### src/rtl/selector.sv
// Function-select encoding shared by the decoder and the multiply/divide unit.
package selector;

  typedef enum logic [2:0] {
    MULDIV_MULT,
    MULDIV_MULTU,
    MULDIV_DIV,
    MULDIV_DIVU,
    MULDIV_NCARE
  } muldiv_funct_t;

endpackage

### src/rtl/signals.sv
// Sequencer state encoding, iteration count and operand-magnitude helper.
package signals;

  typedef enum logic [1:0] {
    IDLE,
    RUN,
    FIXUP,
    DONE
  } muldiv_state_t;

  localparam int MULDIV_ITERATIONS = 32;

  function automatic logic [31:0] magnitude(input logic [31:0] v, input logic is_signed);
    return (is_signed && v[31]) ? -v : v;
  endfunction

endpackage

### src/rtl/muldiv_step.sv
// One radix-2 iteration: shift-add multiply or restoring divide on a {hi,lo} accumulator.
// Purely combinational; accumulator is {product} or {remainder, dividend/quotient}.
module muldiv_step (
  input  logic [63:0] acc_i,
  input  logic [31:0] operand_i,
  input  logic        is_div_i,
  output logic [63:0] acc_o
);

  logic [32:0] add_sum;
  logic [32:0] trial;

  always_comb begin
    add_sum = {1'b0, acc_i[63:32]} + (acc_i[0] ? {1'b0, operand_i} : 33'd0);
    // Shifted partial remainder minus divisor; a borrow in bit 32 means restore.
    trial   = acc_i[63:31] - {1'b0, operand_i};
    if (is_div_i) begin
      acc_o = trial[32] ? {acc_i[62:0], 1'b0} : {trial[31:0], acc_i[30:0], 1'b1};
    end else begin
      acc_o = {add_sum, acc_i[31:1]};
    end
  end

endmodule

### src/rtl/muldiv_sequencer.sv
// Iterative MULT/MULTU/DIV/DIVU: 32 RUN cycles, 1 FIXUP, done in cycle 34 after start.
// Starts while busy are dropped; flush/reset abort without done, hi/lo hold until next done.
module muldiv_sequencer
  import selector::*;
  import signals::*;
(
  input  logic          clk,
  input  logic          reset,
  input  logic          start,
  input  muldiv_funct_t funct,
  input  logic [31:0]   a,
  input  logic [31:0]   b,
  input  logic          flush,
  output logic          busy,
  output logic          done,
  output logic [31:0]   hi,
  output logic [31:0]   lo
);

  muldiv_state_t state_q, state_d;
  logic [4:0]    iter_q, iter_d;
  logic [63:0]   acc_q, acc_d, step_acc;
  logic [31:0]   opnd_q, opnd_d;
  logic          is_div_q, is_div_d;
  logic          a_neg_q, a_neg_d;
  logic          b_neg_q, b_neg_d;
  logic [31:0]   hi_q, hi_d, lo_q, lo_d;
  logic          op_signed;
  logic [63:0]   prod_fix;
  logic [31:0]   quo_fix, rem_fix;

  muldiv_step u_step (
    .acc_i     (acc_q),
    .operand_i (opnd_q),
    .is_div_i  (is_div_q),
    .acc_o     (step_acc)
  );

  // a_neg/b_neg are only ever set for signed ops, so unsigned results pass through.
  always_comb begin
    op_signed = (funct == MULDIV_MULT) || (funct == MULDIV_DIV);
    prod_fix  = (a_neg_q ^ b_neg_q) ? -acc_q : acc_q;
    quo_fix   = (a_neg_q ^ b_neg_q) ? -acc_q[31:0] : acc_q[31:0];
    rem_fix   = a_neg_q ? -acc_q[63:32] : acc_q[63:32];
  end

  always_comb begin
    state_d  = state_q;
    iter_d   = iter_q;
    acc_d    = acc_q;
    opnd_d   = opnd_q;
    is_div_d = is_div_q;
    a_neg_d  = a_neg_q;
    b_neg_d  = b_neg_q;
    hi_d     = hi_q;
    lo_d     = lo_q;
    case (state_q)
      IDLE, DONE: begin
        state_d = IDLE;
        if (start && funct != MULDIV_NCARE) begin
          state_d  = RUN;
          iter_d   = 5'd0;
          is_div_d = (funct == MULDIV_DIV) || (funct == MULDIV_DIVU);
          a_neg_d  = op_signed & a[31];
          b_neg_d  = op_signed & b[31];
          acc_d    = {32'd0, magnitude(a, op_signed)};
          opnd_d   = magnitude(b, op_signed);
        end
      end
      RUN: begin
        acc_d = step_acc;
        if (iter_q == 5'(MULDIV_ITERATIONS - 1)) begin
          state_d = FIXUP;
        end else begin
          iter_d = iter_q + 5'd1;
        end
      end
      FIXUP: begin
        state_d = DONE;
        if (is_div_q) begin
          hi_d = rem_fix;
          lo_d = quo_fix;
        end else begin
          hi_d = prod_fix[63:32];
          lo_d = prod_fix[31:0];
        end
      end
      default: state_d = IDLE;
    endcase
    if (flush) begin
      state_d = IDLE;
      hi_d    = hi_q;
      lo_d    = lo_q;
    end
  end

  always_ff @(posedge clk) begin
    if (reset) begin
      state_q  <= IDLE;
      iter_q   <= 5'd0;
      acc_q    <= 64'd0;
      opnd_q   <= 32'd0;
      is_div_q <= 1'b0;
      a_neg_q  <= 1'b0;
      b_neg_q  <= 1'b0;
      hi_q     <= 32'd0;
      lo_q     <= 32'd0;
    end else begin
      state_q  <= state_d;
      iter_q   <= iter_d;
      acc_q    <= acc_d;
      opnd_q   <= opnd_d;
      is_div_q <= is_div_d;
      a_neg_q  <= a_neg_d;
      b_neg_q  <= b_neg_d;
      hi_q     <= hi_d;
      lo_q     <= lo_d;
    end
  end

  assign busy = (state_q == RUN) || (state_q == FIXUP);
  assign done = (state_q == DONE);
  assign hi   = hi_q;
  assign lo   = lo_q;

endmodule

### config.mk
export PLATFORM = sky130hd
export DESIGN_NAME = muldiv_sequencer
export DESIGN_NICKNAME = d
export VERILOG_FILES = /design/src/rtl/selector.sv /design/src/rtl/signals.sv /design/src/rtl/muldiv_step.sv /design/src/rtl/muldiv_sequencer.sv
export SDC_FILE = /design/constraint.sdc
export NUM_CORES = 1
export LEC_CHECK = 0
export ABC_AREA = 0
export CORE_MARGIN = 4
export CORE_UTILIZATION = 59
export CTS_CLUSTER_DIAMETER = 30
export DETAILED_ROUTE_END_ITERATION = 10
export DONT_BUFFER_PORTS = 1
export GPL_TIMING_DRIVEN = 0
export HOLD_SLACK_MARGIN = 0.15
export PLACE_DENSITY = 0.87
export SETUP_SLACK_MARGIN = 0.2
export SYNTH_ARGS = -nofsm -noshare
export SYNTH_HDL_FRONTEND = slang
export SYNTH_HIERARCHICAL = 1
export SYNTH_SLANG_ARGS = --single-unit
export TNS_END_PERCENT = 5
### constraint.sdc
create_clock -name clk -period 3 [get_ports clk]
set_input_delay 0.3 -clock clk [delete_from_list [all_inputs] [get_ports clk]]
set_output_delay 0.3 -clock clk [all_outputs]
set_load 0.02 [all_outputs]
**Word level (Yosys, flattened, before mapping)**

Index checks and enable logic that the tools add are counted.

- Flip-flop bits (word level): 170
- Bits of input ports: 71
- Output and inout port bits: 66
- Word-level logic and storage cells: 64

- $add $sub $neg: 8
- Eq/ne operators: 10
- Mux-type cells: 18
- Bitwise operators: 4
- Reductions and logical operators: 15

Operators with widths:

| operator | number |
|---|---|
| 2-to-1 mux 64 bit | 4 |
| 2-to-1 mux 32 bit | 7 |
| negator 32 bit | 4 |
| one-hot mux 64 bit (2 select lines) | 1 |
| negator 64 bit | 1 |
| adder 32 x 33 -> 33 bit | 1 |
| subtractor 33 x 32 -> 33 bit | 1 |
| 2-to-1 mux 5 bit | 2 |
| one-hot mux 5 bit (2 select lines) | 1 |
| == test 3 x 2 -> 1 bit (second input constant) | 2 |
| != test 2 bit (second input constant) | 3 |
| one-hot mux 2 bit (3 select lines) | 1 |
| AND reduction 2 bit | 3 |
| adder 5 x 1 -> 5 bit (second input constant) | 1 |
| == test 5 bit (second input constant) | 1 |
| == test 2 bit (second input constant) | 2 |
| OR reduction 2 bit | 2 |
| logical AND 1 bit | 3 |
| zero test 3 bit | 1 |
| logical OR 1 bit | 3 |
| != test 3 bit (second input constant) | 1 |
| AND reduction 3 bit | 1 |
| AND 1 bit | 2 |
| == test 2 x 1 -> 1 bit (second input constant) | 1 |
| other kinds (6) | 6 |

**Logic depth before layout (Yosys ltp)**

Gate-level depths: netlist (run 1).

- Depth in word-level cells: 6
- Mapped depth: 15
- Depth with buffers taken out: 14

**By module**

The synthesis (run 1) kept the hierarchy.

By module, submodules not included:

| module | times used | cells an instance | area an instance (µm²) | seq. area each (µm²) |
|---|---|---|---|---|
| muldiv_sequencer | 1 | 1194 | 9367.7 | 3403.3 |
| muldiv_step | 1 | 663 | 4590.7 | 0.0 |

**Worst setup path before layout (run 1)**

OpenSTA, ideal clock, no wires.

- Path type: flip-flop to flip-flop
- Start point: register acc_q[0]
- End point: register acc_q[60]
- Setup time: 0.070 ns
- Arrival time: 3.004 ns
- Required time: 2.930 ns
- Setup slack: -0.074 ns
- Cell stages (with the launch flop): 15
- Path buffers: 1
- Period minus slack after synthesis: 3.074 ns
- Cells stage by stage: dfxtp_1 > clkbuf_1 > and2_1 > ha_1 > a211oi_1 > o211ai_1 > a21oi_2 > a21oi_1 > a2111oi_4 > nor3_1 > a211oi_1 > xor2_1 > a22oi_1 > nand3_1 > a21oi_1

- Longest elaborated chain between the ends: 4

RTL lines:

| item | line | source |
|---|---|---|
| start, declared | muldiv_sequencer.sv:22 | `logic [63:0] acc_q, acc_d, step_acc;` |
| start signal, assigned | muldiv_sequencer.sv:101 | `acc_q <= 64'd0;` |
| start signal, assigned | muldiv_sequencer.sv:111 | `acc_q <= acc_d;` |
| 2-to-1 mux 32 bit | muldiv_step.sv:14 | `add_sum = {1'b0, acc_i[63:32]} + (acc_i[0] ? {1'b0, operand_i} : 33'd0);` |
| adder 32 x 33 -> 33 bit | muldiv_step.sv:14 |  |
| 2-to-1 mux 64 bit | muldiv_step.sv:17 | `if (is_div_i) begin` |
| net step_acc[60] | muldiv_sequencer.sv:22 |  |
| one-hot mux 64 bit (2 select lines) | muldiv_sequencer.sv:57 | `case (state_q)` |

The timed path passes the listed nets, and every way through them passes these cells.
A chain may end at the register's enable or synchronous reset.

**Worst setup path after layout (run 1)**

- Start point: register acc_q[31]
- End point: register acc_q[44]

- Longest elaborated chain between the ends: 4

RTL lines:

| item | line | source |
|---|---|---|
| subtractor 33 x 32 -> 33 bit | muldiv_step.sv:16 | `trial = acc_i[63:31] - {1'b0, operand_i};` |
| 2-to-1 mux 64 bit | muldiv_step.sv:18 | `acc_o = trial[32] ? {acc_i[62:0], 1'b0} : {trial[31:0], acc_i[30:0], 1'b1};` |
| 2-to-1 mux 64 bit | muldiv_step.sv:17 |  |
| net step_acc[44] | muldiv_sequencer.sv:22 |  |
| one-hot mux 64 bit (2 select lines) | muldiv_sequencer.sv:57 |  |

The timed path passes the listed nets, and every way through them passes these cells.

==> out/results.tsv, run 1 <==
metric	value	unit
status	finished with violations	
Die Y	162	um
via count	16000	
H-tree depth	4	
Post-synth top cells	nand2_1, dfxtp_1, nor2_1, a21oi_1, o21ai_0	
critical path class	register to register	
Sink Count	170	
Ys Warns	6	
GRT Total Usage	36.8	%
post-route ant nets	0	
Worst Skew	14.4	ps
placed cell areas	14400	sq um
final std cells w/o fill	2301	
clock-pin slew on the worst setup and hold paths	80	ps
hold wc startpoint	a[21]	
# port buffers	0	
Seq cells post-synth	170	
largest family of logic cells by synthesized area	compound AO/OA/AOI/OAI gates	
Clock Tree Buf Depth	2	
detailed-placement wirelength estimate	36700	um
RePlAce Congestion	1.01	
Layout area overhead	20.8	%
DR vias/cell	6.96	
Synth area leader	dfxtp_1	
Starting Density	59.6	%
Synth cell types	89	
clk_lat worst skew	450	ps
CTS tree	yes	
PwrDens	398	nW/um^2
Synth Area in Compound Gates	26.0	%
mux cell area share after synthesis	4.08	%
first-pass GRT wire length	77900	um
largest net degree at the start of global routing	19	
Synth async-reset ratio	0	%
Synth Area in Adders	6.83	%
number of flops mapped to enable cells by yosys	0	
Final Setup Violations	33	
number of global-route vias before repair	14800	
DIE AREA	26200	sq um
top-area cell type share of the netlist area	24.4	%
Rows	56	
crit path time final	3390	ps
Worst Path Max Fanout	5	
Final Hold Vio Count	0	
fillers	1803	
actual slew at the worst max-slew pin	966	ps
io pins	137	
Leakage	0.00622	uW
gr ovfl total	0	
fin worst setup slack	-391	ps
placed cells	2176	
Synth Cell Area	14000	sq um
Fmax	295	MHz
Post-Syn Instances	1857	
Worst Hold Class	input pin to register	
Core ar.	23400	sq um
fin crit share	113	%
crit path from	acc_q[31]$_SDFFE_PP0P_	
Worst Path Arrival	3750	ps
Residual DRC	3	
First-pass DRT Iterations	10	
Die W	162	um
final core occ	72.1	%
Req. time, crit path	3360	ps
DR iter-0 viols	2427	
pins over their slew limit	0	
CP Capture Type	register	
RSZ-0062 raised after global routing	true	
Area contributors post-synth	dfxtp_1, ha_1, xnor2_1	
max_slew headroom	35.6	%
main flop type after synthesis	dfxtp_1	
register area share after synthesis	24.4	%
max cap viols	0	
CP startpoint kind	register	
worst reg2reg path startpoint	acc_q[31]$_SDFFE_PP0P_	
most numerous cell in the Yosys netlist	nand2_1	
violated checks	design-rule violations, negative setup slack	
maximum vdd drop	380	uV
routed length per instance	23.3	um
CTS Buf Count	17	
fin area	16900	sq um
Post-Synthesis Net Count	2003	
syn_area_per_cell	7.52	sq um
initial antenna violation count	0	
Ant. Diodes	0	
routed wire length	53600	um
share of cells above drive strength 1	16.3	%
fin nets	2115	
CTS root buf	clkbuf_16	
XOR/XNOR Fraction of Synth Area	10.5	%
Simple-Gate Fraction of Synth Area	23.1	%
[worst paths after layout]
path	to	slack, ps	depth (start not counted)
setup reg to reg	acc_q[44]$_SDFFE_PP0P_	-390	17
hold / removal	acc_q[21]$_SDFFE_PP0P_	150	2
hold reg to reg	opnd_q[28]$_SDFFE_PP0P_	500	2
setup / recovery	acc_q[44]$_SDFFE_PP0P_	-390	17
[critical path, cell delays in order, from the launching register on]
cell       delay (ps)
dfxtp_4           370
inv_4              40
ha_4              160
fa_2              360
nand2b_4          180
a21oi_4           170
o21ai_4           100
o21ai_4           220
a31oi_4           130
a21oi_4           300
xor2_4            250
buf_12            170
buf_12            100
clkbuf_16         130
nand2_1            70
a31oi_1           210
nand3_1           150
a21oi_2           180
[metrics by stage]
step	total power, uW	hold WS [ps]	setup WS [ps]	setup TNS [ps]
finish	6710	154	-391	-8290
global route	6890	163	-452	-9790
global placement	4000	394	-925	-15290
detailed placement	4040	398	-960	-17010
CTS	6470	152	-146	-1600
floorplan	3640	390	162	0
[area by class of cell]
cell class | instances | area (sq um) | area share (%)
flip-flops and latches | 170 | 3510 | 20.8
inverters | 72 | 273 | 1.62
multi-input cells | 1505 | 10600 | 63.0
clock buffers | 18 | 439 | 2.60
plain buffers | 110 | 562 | 3.33
well taps | 319 | 399 | 2.37
clock inverters | 14 | 174 | 1.03
repair buffers | 93 | 893 | 5.30
[layer usage]
layer / part of all wire, % / routed length (um) / vias up / global-route usage (%)
met4: 5.7 / 3070 / 2 / 15.3
met2: 43 / 23300 / 1299 / 58.3
met5: 0.069 / 37 / - / 0
met1: 38 / 20500 / 7405 / 48.1
li1: - / - / 6995 / -
met3: 13 / 6760 / 312 / 9.16
[sequential cells by signal, indices dropped and copies added (netlist names)]
register,count
acc_q,64
a_neg_q,1
state_q,2
iter_q,5
b_neg_q,1
hi,32
opnd_q,32
is_div_q,1
lo,32
[cells by family (layout without fill, tap and decap cells)]
kind of cell,after synthesis,in the layout
XOR/XNOR,165,165
flip-flops,170,170
AND/OR/NAND/NOR,666,666
multiplexers,53,53
buffers and inverters,182,307
AO/OA/AOI/OAI,546,546
adder cells (fa/ha/maj),75,75
[power by group]
group          internal (uW)  total, uW  switching, uW
registers               2360       2560            208
logic                    709       1790           1080
clock network           1220       2360           1130
[cell usage in the layout, fill, tap and decap left out, types with 8 or more instances in the layout]
master / count
a211oi_1: 63
a21o_1: 28
a21oi_1: 125
a21oi_2: 23
a221oi_1: 12
a31oi_1: 33
and2_1: 36
and3_1: 13
buf_1: 11
buf_4: 42
clkbuf_1: 72
clkbuf_16: 19
clkbuf_2: 11
dfxtp_1: 127
dfxtp_2: 23
dfxtp_4: 20
dlygate4sd3_1: 46
ha_1: 50
ha_2: 9
ha_4: 14
inv_1: 69
mux2_2: 31
mux2i_1: 22
nand2_1: 199
nand2b_1: 15
nand3_1: 62
nand4_1: 19
nor2_1: 164
nor3_1: 43
nor4_1: 17
o211ai_1: 17
o21a_1: 10
o21ai_0: 88
o21bai_1: 8
o31ai_1: 23
o41ai_1: 10
or3_1: 20
or4_1: 14
xnor2_1: 86
xor2_1: 73
[timing repair]
item,4_1_cts,5_1_grt
cloned,2,1
pin swaps,60,42
resized for setup,142,107
endpoints found under the setup margin,47,69
hold buffers,45,1
setup buffers,27,17
endpoints found under the hold margin,44,1
No activity file was read; power rests on OpenSTA's default activity.
==> run 2: changes to the inputs <==
Settings changed: CORE_UTILIZATION 59 to 60, PLACE_DENSITY 0.87 to 0.85.
Clock period 3 ns to 4.2 ns, I/O delays scaled along.
==> out/results.tsv, run 2 (synthesis results as in run 1) <==
metric	value	unit
status	finished, final reports clean	
DR vias/cell	6.68	
final std cells w/o fill	2208	
Clock Tree Buf Depth	2	
Req. time, crit path	4520	ps
maximum vdd drop	262	uV
max_slew headroom	17.2	%
io pins	137	
crit path time final	4030	ps
actual slew at the worst max-slew pin	1240	ps
GRT Total Usage	35.1	%
clock-pin slew on the worst setup and hold paths	80	ps
share of cells above drive strength 1	6.33	%
commonest non-fill, non-tap cell in the layout	nand2_1	
Residual DRC	0	
DR iter-0 viols	1810	
RePlAce Congestion	1.02	
DIE AREA	25800	sq um
pins over their slew limit	0	
RSZ-0062 raised after global routing	true	
Leakage	0.00557	uW
Sum Neg Setup Slack	0	ps
number of global-route vias before repair	13400	
slowest stage cell, crit path	dfxtp_2	
critical path class	register to register	
Rows	55	
Worst Path Arrival	4340	ps
routed length per instance	21.3	um
Biggest register	acc_q	
CP startpoint kind	register	
via count	14800	
detailed-placement wirelength estimate	36500	um
largest net degree at the start of global routing	21	
PwrDens	304	nW/um^2
CP Capture Type	register	
Die Y	161	um
fin nets	2028	
Starting Density	61.3	%
Worst Hold Class	input pin to register	
# port buffers	0	
critical-path cell list	clkbuf_2, and2_1, ha_1, fa_1, a21oi_1, o2111ai_1, nand3_1, o21ai_1, nor3b_2, a21boi_0, xor2_1, a22oi_1, nand3_1, a21oi_1	
Ant. Diodes	0	
Final Hold Vio Count	0	
most frequent cells in the layout	nand2_1, dfxtp_1, nor2_1, a21oi_1, o21ai_0	
max cap viols	0	
Core ar.	22800	sq um
H-tree depth	4	
placed cells	2170	
First-pass DRT Iterations	8	
CTS Buf Count	17	
first-pass GRT wire length	73400	um
Final Setup Violations	0	
fillers	2017	
gr ovfl total	0	
Worst Skew	13.9	ps
routed wire length	47100	um
Die W	161	um
fin crit share	95.9	%
clk_lat worst skew	460	ps
Fmax	248	MHz
CTS tree	yes	
initial antenna violation count	0	
Sink Count	170	
Largest register FFs	64	
CP peak stage delay	540	ps
post-route ant nets	0	
CTS root buf	clkbuf_16	
Layout area overhead	7.67	%
Worst Path Max Fanout	11	
## run 2: layer usage
layer,vias to the layer above,routed length [um],GRT usage (%)
li1,6812,-,-
met5,-,0,0
met1,6872,19500,48.3
met3,118,5850,8.88
met2,957,20500,54.8
met4,0,1310,9.70
## run 2: stage by stage
step / instance area [sq um] / util (%) / hold slack [ps] / worst slack [ps] / total power (uW)
final: 15000 / 66.0 / 143 / 173 / 4570
after detailed placement: 14400 / 63.0 / 463 / -236 / 2880
after floorplan: 14000 / - / 440 / 1130 / 2590
after CTS: 15000 / 65.9 / 150 / 213 / 4510
after global routing: 15000 / 66.0 / 162 / 89.9 / 4720
after global placement: 14400 / 63.0 / 461 / -173 / 2860
## run 2: power by group
part           internal (uW)  switching [uW]
clock network            816             852
registers               1690             146
logic                    396             668
total                   2900            1670
## run 2: timing repair
action	CTS	global route
setup endpoints to repair	7	28
setup buffers	0	3
gates cloned	0	0
pin swaps	0	3
gates resized for setup	4	4
hold endpoints to repair	4	0
hold buffers	3	0
## run 2: final cells by class
class	instances	area, sq um	area share, %
inverters	72	270	1.80
multi-input cells	1505	9850	65.6
clock inverters	15	190	1.27
flip-flops and latches	170	3400	22.7
plain buffers	110	443	2.95
well taps	313	392	2.61
repair buffers	6	52.6	0.350
clock buffers	17	425	2.83
## run 2: critical path: cells and delay by family, from the launching register on
kind | cells | cell delay, ps
fa+ha+maj | 2 | 520
simple gates | 4 | 910
flops | 1 | 540
compound gates | 6 | 1290
buf+inv | 1 | 290
xor+xnor | 1 | 340
## run 2: worst paths after layout
path	cells after the start	startpoint	slack (ps)	end
worst max-delay path	14	acc_q[0]$_SDFFE_PP0P_	170	acc_q[57]$_SDFFE_PP0P_
worst min register to register	2	opnd_q[0]$_SDFFE_PP0P_	480	opnd_q[0]$_SDFFE_PP0P_
worst max register to register	14	acc_q[0]$_SDFFE_PP0P_	170	acc_q[57]$_SDFFE_PP0P_
worst min-delay path	2	b[11]	140	opnd_q[11]$_SDFFE_PP0P_
